`src/rtl/jtframe_rom_arb_pkg.sv`:
```
// Shared types and constants for the game ROM arbiter and its channel picker.
package jtframe_rom_arb_pkg;

  localparam int MAX_CHANNELS = 8;

  typedef enum logic [1:0] {
    IDLE     = 2'd0,
    WAIT_ACK = 2'd1,
    WAIT_RDY = 2'd2
  } arb_state_e;

  // Width of a channel index; never narrower than one bit.
  function automatic int idx_width(input int n);
    return (n <= 2) ? 1 : $clog2(n);
  endfunction

endpackage

```
`src/rtl/jtframe_rr_pick.sv`:
```
// Combinational channel picker: round-robin from a pointer, or fixed priority
// where the lowest pending index wins.
module jtframe_rr_pick
  import jtframe_rom_arb_pkg::*;
#(
  parameter int CHANNELS = 4,
  parameter int IW       = idx_width(CHANNELS)
) (
  input  logic [CHANNELS-1:0] pending_i,
  input  logic [IW-1:0]       ptr_i,
  input  logic                rr_i,
  output logic [IW-1:0]       grant_o,
  output logic                any_o
);

  logic [IW-1:0] idx;

  // Pointer is always below CHANNELS, so a single subtraction wraps the sum.
  function automatic logic [IW-1:0] wrap_add(input logic [IW-1:0] p, input int k);
    int s;
    s = int'(p) + k;
    if (s >= CHANNELS) s = s - CHANNELS;
    return IW'(s);
  endfunction

  // NOTE: every combinational output gets a default first so no latch is inferred.
  always_comb begin
    grant_o = '0;
    any_o   = 1'b0;
    idx     = '0;
    for (int k = 0; k < CHANNELS; k++) begin
      idx = rr_i ? wrap_add(ptr_i, k) : IW'(k);
      if (!any_o && pending_i[idx]) begin
        any_o   = 1'b1;
        grant_o = idx;
      end
    end
  end

endmodule

```
`src/rtl/jtframe_rom_arb.sv`:
```
// Game ROM read arbiter: per-channel single-entry cache in front of one shared
// SDRAM request port, with a three-state request/ack/data handshake.
module jtframe_rom_arb
  import jtframe_rom_arb_pkg::*;
#(
  parameter int CHANNELS = 4,
  parameter int AW       = 22,
  parameter int DW       = 32,
  parameter int BANKW    = 2,
  parameter int RR       = 1
) (
  input  logic                      clk,
  input  logic                      rst,
  input  logic                      downloading,
  input  logic [CHANNELS-1:0]       ch_req,
  input  logic [CHANNELS*AW-1:0]    ch_addr,
  input  logic [CHANNELS*BANKW-1:0] ch_bank,
  output logic [CHANNELS*DW-1:0]    ch_data,
  output logic [CHANNELS-1:0]       ch_ok,
  output logic                      sdram_req,
  output logic [AW-1:0]             sdram_addr,
  output logic [BANKW-1:0]          sdram_bank,
  input  logic                      sdram_ack,
  input  logic                      data_rdy,
  input  logic [DW-1:0]             data_read
);

  localparam int IW = idx_width(CHANNELS);

  if (CHANNELS < 2 || CHANNELS > MAX_CHANNELS) begin : g_bad_channels
    $error("jtframe_rom_arb: CHANNELS out of range");
  end

  arb_state_e         state_q;
  logic               req_q;
  logic [AW-1:0]      addr_q;
  logic [BANKW-1:0]   bank_q;
  logic [IW-1:0]      gidx_q;
  logic [IW-1:0]      ptr_q;
  logic [IW-1:0]      ptr_d;
  logic               stale_q;

  logic [AW-1:0]      tag_addr_q [CHANNELS];
  logic [BANKW-1:0]   tag_bank_q [CHANNELS];
  logic [DW-1:0]      data_q     [CHANNELS];
  logic [CHANNELS-1:0] valid_q;

  logic [CHANNELS-1:0] pending;
  logic [IW-1:0]       grant;
  logic                any;
  logic [AW-1:0]       gnt_addr;
  logic [BANKW-1:0]    gnt_bank;

  // Hit detection works straight off registered tags: zero-latency hits.
  always_comb begin
    ch_ok    = '0;
    ch_data  = '0;
    gnt_addr = '0;
    gnt_bank = '0;
    for (int i = 0; i < CHANNELS; i++) begin
      ch_ok[i] = ch_req[i] & valid_q[i]
               & (tag_addr_q[i] == ch_addr[i*AW +: AW])
               & (tag_bank_q[i] == ch_bank[i*BANKW +: BANKW]);
      ch_data[i*DW +: DW] = data_q[i];
      if (grant == IW'(i)) begin
        gnt_addr = ch_addr[i*AW +: AW];
        gnt_bank = ch_bank[i*BANKW +: BANKW];
      end
    end
  end

  assign pending = ch_req & ~ch_ok;

  jtframe_rr_pick #(
    .CHANNELS (CHANNELS),
    .IW       (IW)
  ) u_pick (
    .pending_i (pending),
    .ptr_i     (ptr_q),
    .rr_i      (RR != 0),
    .grant_o   (grant),
    .any_o     (any)
  );

  assign ptr_d = (grant == IW'(CHANNELS - 1)) ? '0 : grant + 1'b1;

  assign sdram_req  = req_q;
  assign sdram_addr = addr_q;
  assign sdram_bank = bank_q;

  always_ff @(posedge clk) begin
    if (rst) begin
      state_q <= IDLE;
      req_q   <= 1'b0;
      addr_q  <= '0;
      bank_q  <= '0;
      gidx_q  <= '0;
      ptr_q   <= '0;
      stale_q <= 1'b0;
      valid_q <= '0;
      // NOTE: the cache is a handful of flops, so tags and data are reset too.
      for (int i = 0; i < CHANNELS; i++) begin
        tag_addr_q[i] <= '0;
        tag_bank_q[i] <= '0;
        data_q[i]     <= '0;
      end
    end else begin
      case (state_q)
        IDLE: begin
          if (any && !downloading) begin
            req_q   <= 1'b1;
            addr_q  <= gnt_addr;
            bank_q  <= gnt_bank;
            gidx_q  <= grant;
            ptr_q   <= ptr_d;
            stale_q <= 1'b0;
            state_q <= WAIT_ACK;
          end
        end
        WAIT_ACK: begin
          if (sdram_ack) begin
            req_q   <= 1'b0;
            state_q <= WAIT_RDY;
          end
        end
        WAIT_RDY: begin
          // The fetched address is stored even if the channel has moved on.
          if (data_rdy) begin
            tag_addr_q[gidx_q] <= addr_q;
            tag_bank_q[gidx_q] <= bank_q;
            data_q[gidx_q]     <= data_read;
            valid_q[gidx_q]    <= ~stale_q;
            state_q            <= IDLE;
          end
        end
        default: begin
          req_q   <= 1'b0;
          state_q <= IDLE;
        end
      endcase
      // A download invalidates everything, including a fetch still in flight.
      if (downloading) begin
        valid_q <= '0;
        if (state_q != IDLE) stale_q <= 1'b1;
      end
    end
  end

endmodule

```
`config.mk`:
```
export PLATFORM = sky130hd
export DESIGN_NAME = jtframe_rom_arb
export DESIGN_NICKNAME = d
export VERILOG_FILES = /design/src/rtl/jtframe_rom_arb_pkg.sv /design/src/rtl/jtframe_rr_pick.sv /design/src/rtl/jtframe_rom_arb.sv
export SDC_FILE = /design/constraint.sdc
export NUM_CORES = 1
export LEC_CHECK = 0
export ABC_CLOCK_PERIOD_IN_PS = 4900
export CAP_MARGIN = 20
export CORE_MARGIN = 2
export CORE_UTILIZATION = 40
export CTS_CLUSTER_DIAMETER = 150
export DETAILED_ROUTE_END_ITERATION = 8
export MAX_ROUTING_LAYER = met4
export PLACE_DENSITY = 0.68
export REMOVE_ABC_BUFFERS = 1
export SLEW_MARGIN = 40
export SYNTH_ARGS = -nofsm -noshare
export SYNTH_HDL_FRONTEND = slang
export SYNTH_SLANG_ARGS = --single-unit
```
`constraint.sdc`:
```
create_clock -name clk -period 4.9 [get_ports clk]
set_input_delay 0.98 -clock clk [delete_from_list [all_inputs] [get_ports clk]]
set_output_delay 0.98 -clock clk [all_outputs]
set_load 0.1 [all_outputs]
```
# Word-level counts from Yosys, hierarchy flattened
# Memories as Yosys holds them, arrays and structs flattened.
# Cells that the tools add are included.
# op_classes
add_sub_neg	8
magnitude_cmp	10
n_eq_ne	16
muxes	58
n_bitwise	16
n_reduce_logical	20
# op_table
cell	count
22-bit 2-to-1 mux	5
22-bit equality test	4
2-bit 2-to-1 mux	20
32-bit 2-to-1 mux	1
32-bit OR reduction	1
1-bit 2-to-1 mux	24
22-bit OR reduction	1
2-bit by 3-bit less-than comparator with 1-bit output, second input constant	5
1-bit bitwise AND	12
3-bit >= comparator, second input constant	3
1-bit binary-select mux with 2-bit select	4
2-bit equality test	4
2-bit by 1-bit subtractor with 2-bit output, second input constant	4
2-bit by 2-bit adder with 3-bit output, second input constant	2
2-bit equality test, second input constant	3
2-bit inequality test, second input constant	3
2-bit one-hot mux with 3 select lines	1
3-bit AND reduction	2
1-bit logical AND	5
4-bit bitwise AND	1
4-bit bitwise mux	1
2-bit by 1-bit equality test with 1-bit output, second input constant	2
1-bit zero test	4
2-bit zero test	2
11 further kinds	14
# word_totals
register_bits	36
mem_bits_rw	224
input_bits	137
output_inout_bits	157
n_memories	3
# memory_table
name	depth	word_bits	rd	rd_clocked_by_memory_dff	wr	line_no	source
data_q	4	32	4	0	4	jtframe_rom_arb.sv:45	logic [DW-1:0] data_q [CHANNELS];
tag_addr_q	4	22	4	0	4	jtframe_rom_arb.sv:43	logic [AW-1:0] tag_addr_q [CHANNELS];
tag_bank_q	4	2	4	0	4	jtframe_rom_arb.sv:44	logic [BANKW-1:0] tag_bank_q [CHANNELS];

# Longest topological paths before layout
# Gate-level depths: netlist of the first run.
# An unclocked memory read counts as a cell.
# logic_depth
ltp_word	23
ltp_mapped	16

# Cells and area by module
# Synthesis of the first run repeated with hierarchy kept, for this count alone.
# hier_totals
hier_cells	1034
hier_area_um2	11743.8
# by_module_without_submodules
mod	instances	cells_each	area_each_um2	seq_area_each_um2
jtframe_rom_arb	1	998	11493.5	7447.1
jtframe_rr_pick	1	36	250.2	0.0

# Worst setup path after synthesis of the first run
# OpenSTA, ideal clock, no wires.
# synth_timing
kind	input -> output
startpoint	in ch_addr[72]
endpoint	out ch_ok[3]
arrival_ps	4688
t_required_ps	3920
path_slack_ps	-768
path_stages	4
path_cell_list	xnor2_1 -> nand4_1 -> or4_4 -> nor4_1
# synth_via
elab_chain_len	3
# synth_lines
element	line_no	source
start: declaration	jtframe_rom_arb.sv:16	input logic [CHANNELS*AW-1:0] ch_addr,
22-bit equality test	jtframe_rom_arb.sv:62	& (tag_addr_q[i] == ch_addr[i*AW +: AW])
1-bit bitwise AND	jtframe_rom_arb.sv:62	
1-bit bitwise AND	jtframe_rom_arb.sv:63	& (tag_bank_q[i] == ch_bank[i*BANKW +: BANKW]);
end: declaration	jtframe_rom_arb.sv:19	output logic [CHANNELS-1:0] ch_ok,
# No other way between the ends.

# Worst setup path after layout of the first run
# layout_timing
startpoint	in ch_addr[83]
endpoint	reg addr_q[20] (netlist: sdram_addr[20])
# layout_via
elab_chain_len	22
elab_cells_between_ends	37
cone_classes	4 x eq/ne; 20 x mux; 4 x bitwise; 9 x reduce/logical
# layout_lines
element	line_no	source
22-bit equality test (*)	jtframe_rom_arb.sv:62	
1-bit bitwise AND (*)	jtframe_rom_arb.sv:62	
1-bit bitwise AND (*)	jtframe_rom_arb.sv:63	
4-bit NOT (*)	jtframe_rom_arb.sv:72	assign pending = ch_req & ~ch_ok;
4-bit bitwise AND (*)	jtframe_rom_arb.sv:72	
1-bit binary-select mux with 2-bit select	jtframe_rr_pick.sv:33	if (!any_o && pending_i[idx]) begin
1-bit 2-to-1 mux (not written as such)	jtframe_rr_pick.sv:33	
1-bit 2-to-1 mux	jtframe_rr_pick.sv:33	
[5 not listed]	-	
1-bit 2-to-1 mux	jtframe_rr_pick.sv:33	
1-bit zero test	jtframe_rr_pick.sv:33	
1-bit logical AND	jtframe_rr_pick.sv:33	
2-bit 2-to-1 mux (*)	jtframe_rr_pick.sv:33	
named net grant[0]	jtframe_rom_arb.sv:49	logic [IW-1:0] grant;
2-bit zero test	jtframe_rom_arb.sv:65	if (grant == IW'(i)) begin
22-bit 2-to-1 mux (3 in series)	jtframe_rom_arb.sv:65	
22-bit 2-to-1 mux (*)	jtframe_rom_arb.sv:65	
end signal: assignment	jtframe_rom_arb.sv:112	addr_q <= gnt_addr;
end: declaration	jtframe_rom_arb.sv:36	logic [AW-1:0] addr_q;
# The timed path passes the listed nets; every way through them passes the cells marked *. The select of a mux whose other input is x is not followed.
# A chain may end at the register's enable or synchronous reset.

==> impl_metrics.yaml, run 1 <==
yosys:
  netlist-cell-type-count: 40
  ys_warn_count: 0
  synth-async-reset-ratio_pct: 0
  synth_top_area_cell: "edfxtp_1"
  synth_top_area_share_pct: 59.6
  synth_area_leaders: "edfxtp_1 (60%), nor2_1 (7.7%), dfxtp_1 (6.4%), xnor2_1 (5.9%), a21oi_1 (3.5%)"
  synth_cells: 997
  synthFlopType: "edfxtp_1"
  avgSynthCellArea_sq_um: 11.3
  synth_seq_cells: 260
  synth_area_sq_mm: 0.0113
  yosysSeqAreaShare_pct: 66.0
  synth_edf_count: 224
flow_run:
  cap_violations: 0
cts:
  cts_resized: 0
  clock_path_buffers: 3
  worstSkewPairLatency_ns: 0.55
  clkSlewWorstSetupHoldPaths_ns: 0.06
  cts_made_buffers: 28
  tritoncts: "built"
  htreeDepth: 1
  cts.sinks: 260
  root_buffer: "clkbuf_16"
  cts_hold_buffers: 0
  post_cts_buffers: 0
die:
  num_rows: 61
  initial_core_util_pct: 40.6
  core_area_sq_mm: 0.0278
  die_w_um: 172
  ios: 294
  fp.dieH_um: 172
  die_area_sq_mm: 0.0296
sta:
  drv_slew: 0
  slew_headroom_pct: 44.1
  clock-skew-final_ns: 0.0129
  setup_slack_ns: 0.432
  hold_viol_final: 0
  rsz0062_at_grt: "false"
  whs_ns: 0.512
  finalSetupTns_ns: 0
  tightest_slew_ns: 0.838
  fmax_mhz: 224
  fin_crit_sh_pct: 91.2
  report.final.setup_viol: 0
  min_period_ns: 4.47
global_route:
  grtUsageTotal_pct: 24.3
  grt_max_degree: 59
  grt_pass1_vias: 8906
  grt_pass1_wl_um: 51600
  grt_overflow: 0
  antenna_found_initial: 3
critical_path:
  endpoint_kind: "flip-flop"
  critPathKind: "primary input to flip-flop"
  cp_max_fo: 24
  worstSetupStartpointType: "primary input"
  cp.required_ns: 5.33
  crit_arrival_ns: 4.90
drt:
  avgRoutedWirePerCell_um: 20.5
  drtAntennaViolNets: 0
  vias_per_cell: 5.05
  drc_errors: 0
  vias: 8589
  dr.pass1.iters: 7
  drt-initial-drc-count: 837
  wl_um: 34900
place:
  placement.io_buffers: 293
  gp_congestion: 0.874
  pre_cts_ws_ns: -0.0805
  place_hpwl_um: 23800
power:
  vdd_drop_max_mv: 0.309
  p_leak_nw: 5.87
  total_power_mw: 5.77
  p_per_area_mw_per_mm2: 387
status:
  outcome: "complete, no violations"
finish:
  drive_above_1_share_pct: 18.1
  nets: 1438
  areaGrowthSynthToFinish_pct: 32.2
hold_path:
  hold_path_class: "flip-flop to flip-flop"
==> critical path, cell delays in order <==
cell             delay [ns]
clkdlybuf4s50_1        0.51
xnor2_1                0.15
nand4_1                0.20
or4_4                  0.57
o41a_1                 0.47
or4_1                  0.55
and3_1                 0.19
ha_1                   0.22
buf_4                  0.22
nand3b_1               0.19
a21oi_1                0.15
a21oi_1                0.05
nor2_1                 0.09
a21oi_1                0.05
a211oi_1               0.29
==> kinds of logic (layout without fill, tap and decap cells) <==
group	after synthesis	in the layout	synth area share [%]
other	0	3	0
xor gates and xnor gates	96	96	7.45
DFF	260	260	66.0
buffers and inverters	113	435	4.05
AOI/OAI and AO/OA	120	120	6.40
adders and majority gates	4	4	0.444
and+or+nand+nor	401	401	15.4
muxes	3	3	0.277
==> through the flow <==
step           instance area (sq um)  instances  util, %
3_5_place_dp                   14000       1645     50.5
4_1_cts                        14900       1697     53.7
6_report                       14900       1700     53.7
2_1_floorplan                  11100        945        -
5_1_grt                        14900       1700     53.7
3_3_place_gp                   14800       1645     53.2
==> worst paths after layout <==
check                           slack, ns                   startpoint  cells after the start                          end
worst max register to register       0.94  tag_addr_q[3][19]$_DFFE_PP_                     14  sdram_addr[20]$_SDFFE_PP0P_
worst max-delay path                 0.43                  ch_addr[83]                     15  sdram_addr[20]$_SDFFE_PP0P_
worst min register to register       0.51       sdram_req$_SDFFE_PP0P_                      2       sdram_req$_SDFFE_PP0P_
worst min-delay path                 0.51       sdram_req$_SDFFE_PP0P_                      2       sdram_req$_SDFFE_PP0P_
==> registers in the layout (all words and copies together), names as in the netlist <==
signal      count
stale_q         1
valid_q         4
state_q         2
ptr_q           2
data_q        128
tag_addr_q     88
gidx_q          2
sdram_bank      2
sdram_req       1
tag_bank_q      8
sdram_addr     22
==> where the power goes <==
group	internal (mW)	switching (mW)	leakage, nW
clock	1.18	0.887	0.421
sequential	2.49	0.0481	2.61
combinational	0.321	0.832	2.84
total	4.00	1.77	5.87
==> metal layers <==
layer | share of wire [%] | global-route usage, %
met1 | 40 | 30.0
met2 | 46 | 38.0
met3 | 11 | 8.35
met4 | 2.8 | 7.20
met5 | 0 | -
==> cell usage after synthesis, types with 2 or more instances <==
library cell	number
xor2_1	20
buf_1	7
inv_1	61
nand2_1	85
nor4_1	7
or3_1	2
nand3_1	11
a21boi_1	2
buf_2	2
a21oi_1	79
o21ai_0	2
edfxtp_1	224
nand2b_1	6
nand4_1	17
o41ai_1	2
a211oi_1	24
o41a_1	2
nor3_1	9
clkbuf_1	39
or4_1	2
and2_1	3
nand3b_1	26
ha_1	4
mux2i_1	2
o22ai_1	2
nor2_1	230
dfxtp_1	36
xnor2_1	76
buf_6	4
==> cells in the final DEF (no fill, tap or decap), types with 3 or more instances in the layout <==
master / count
xnor2_1: 76
clkdlybuf4s50_1: 136
edfxtp_1: 224
nand3b_1: 26
nand2_1: 84
clkbuf_16: 29
clkbuf_1: 5
buf_12: 7
clkinvlp_4: 4
inv_1: 61
a21oi_1: 79
nor2_1: 229
nand4_1: 17
buf_2: 153
buf_4: 26
nor4_1: 7
nor3_1: 9
and2_1: 3
diode_2: 3
clkinv_1: 8
clkinv_2: 3
dfxtp_1: 36
a211oi_1: 24
nand3_1: 11
nand2b_2: 4
xor2_1: 20
==> final cells by class <==
| cell class | instances | area [sq um] |
|---|---|---|
| tap | 378 | 473 |
| clock inverter | 18 | 144 |
| antenna | 3 | 7.51 |
| multi-input combinational | 624 | 3410 |
| sequential | 260 | 7450 |
| clock buffer | 34 | 744 |
| inverter | 61 | 229 |
| fill | 2494 | 12900 |
| timing repair buffer | 322 | 2460 |
(Power assumes the default switching activity.)
==> run 2: changes to the inputs <==
--- a/config.mk
+++ b/config.mk
@@ -14,7 +14,9 @@
 export MAX_ROUTING_LAYER = met4
 export PLACE_DENSITY = 0.68
 export REMOVE_ABC_BUFFERS = 1
+export SKIP_CTS_REPAIR_TIMING = 1
 export SLEW_MARGIN = 40
 export SYNTH_ARGS = -nofsm -noshare
 export SYNTH_HDL_FRONTEND = slang
 export SYNTH_SLANG_ARGS = --single-unit
+export TNS_END_PERCENT = 30
==> results of run 2 <==
Same layout as run 1: the final DEF is identical, and so are final timing and power.
==> run 3: changes to the inputs <==
--- a/config.mk
+++ b/config.mk
@@ -14,7 +14,9 @@
 export MAX_ROUTING_LAYER = met4
 export PLACE_DENSITY = 0.68
 export REMOVE_ABC_BUFFERS = 1
+export SETUP_SLACK_MARGIN = 0.02
 export SKIP_CTS_REPAIR_TIMING = 1
+export SKIP_LAST_GASP = 1
 export SLEW_MARGIN = 40
 export SYNTH_ARGS = -nofsm -noshare
 export SYNTH_HDL_FRONTEND = slang
==> results of run 3 <==
Same layout as run 1: the final DEF is identical, and so are final timing and power.
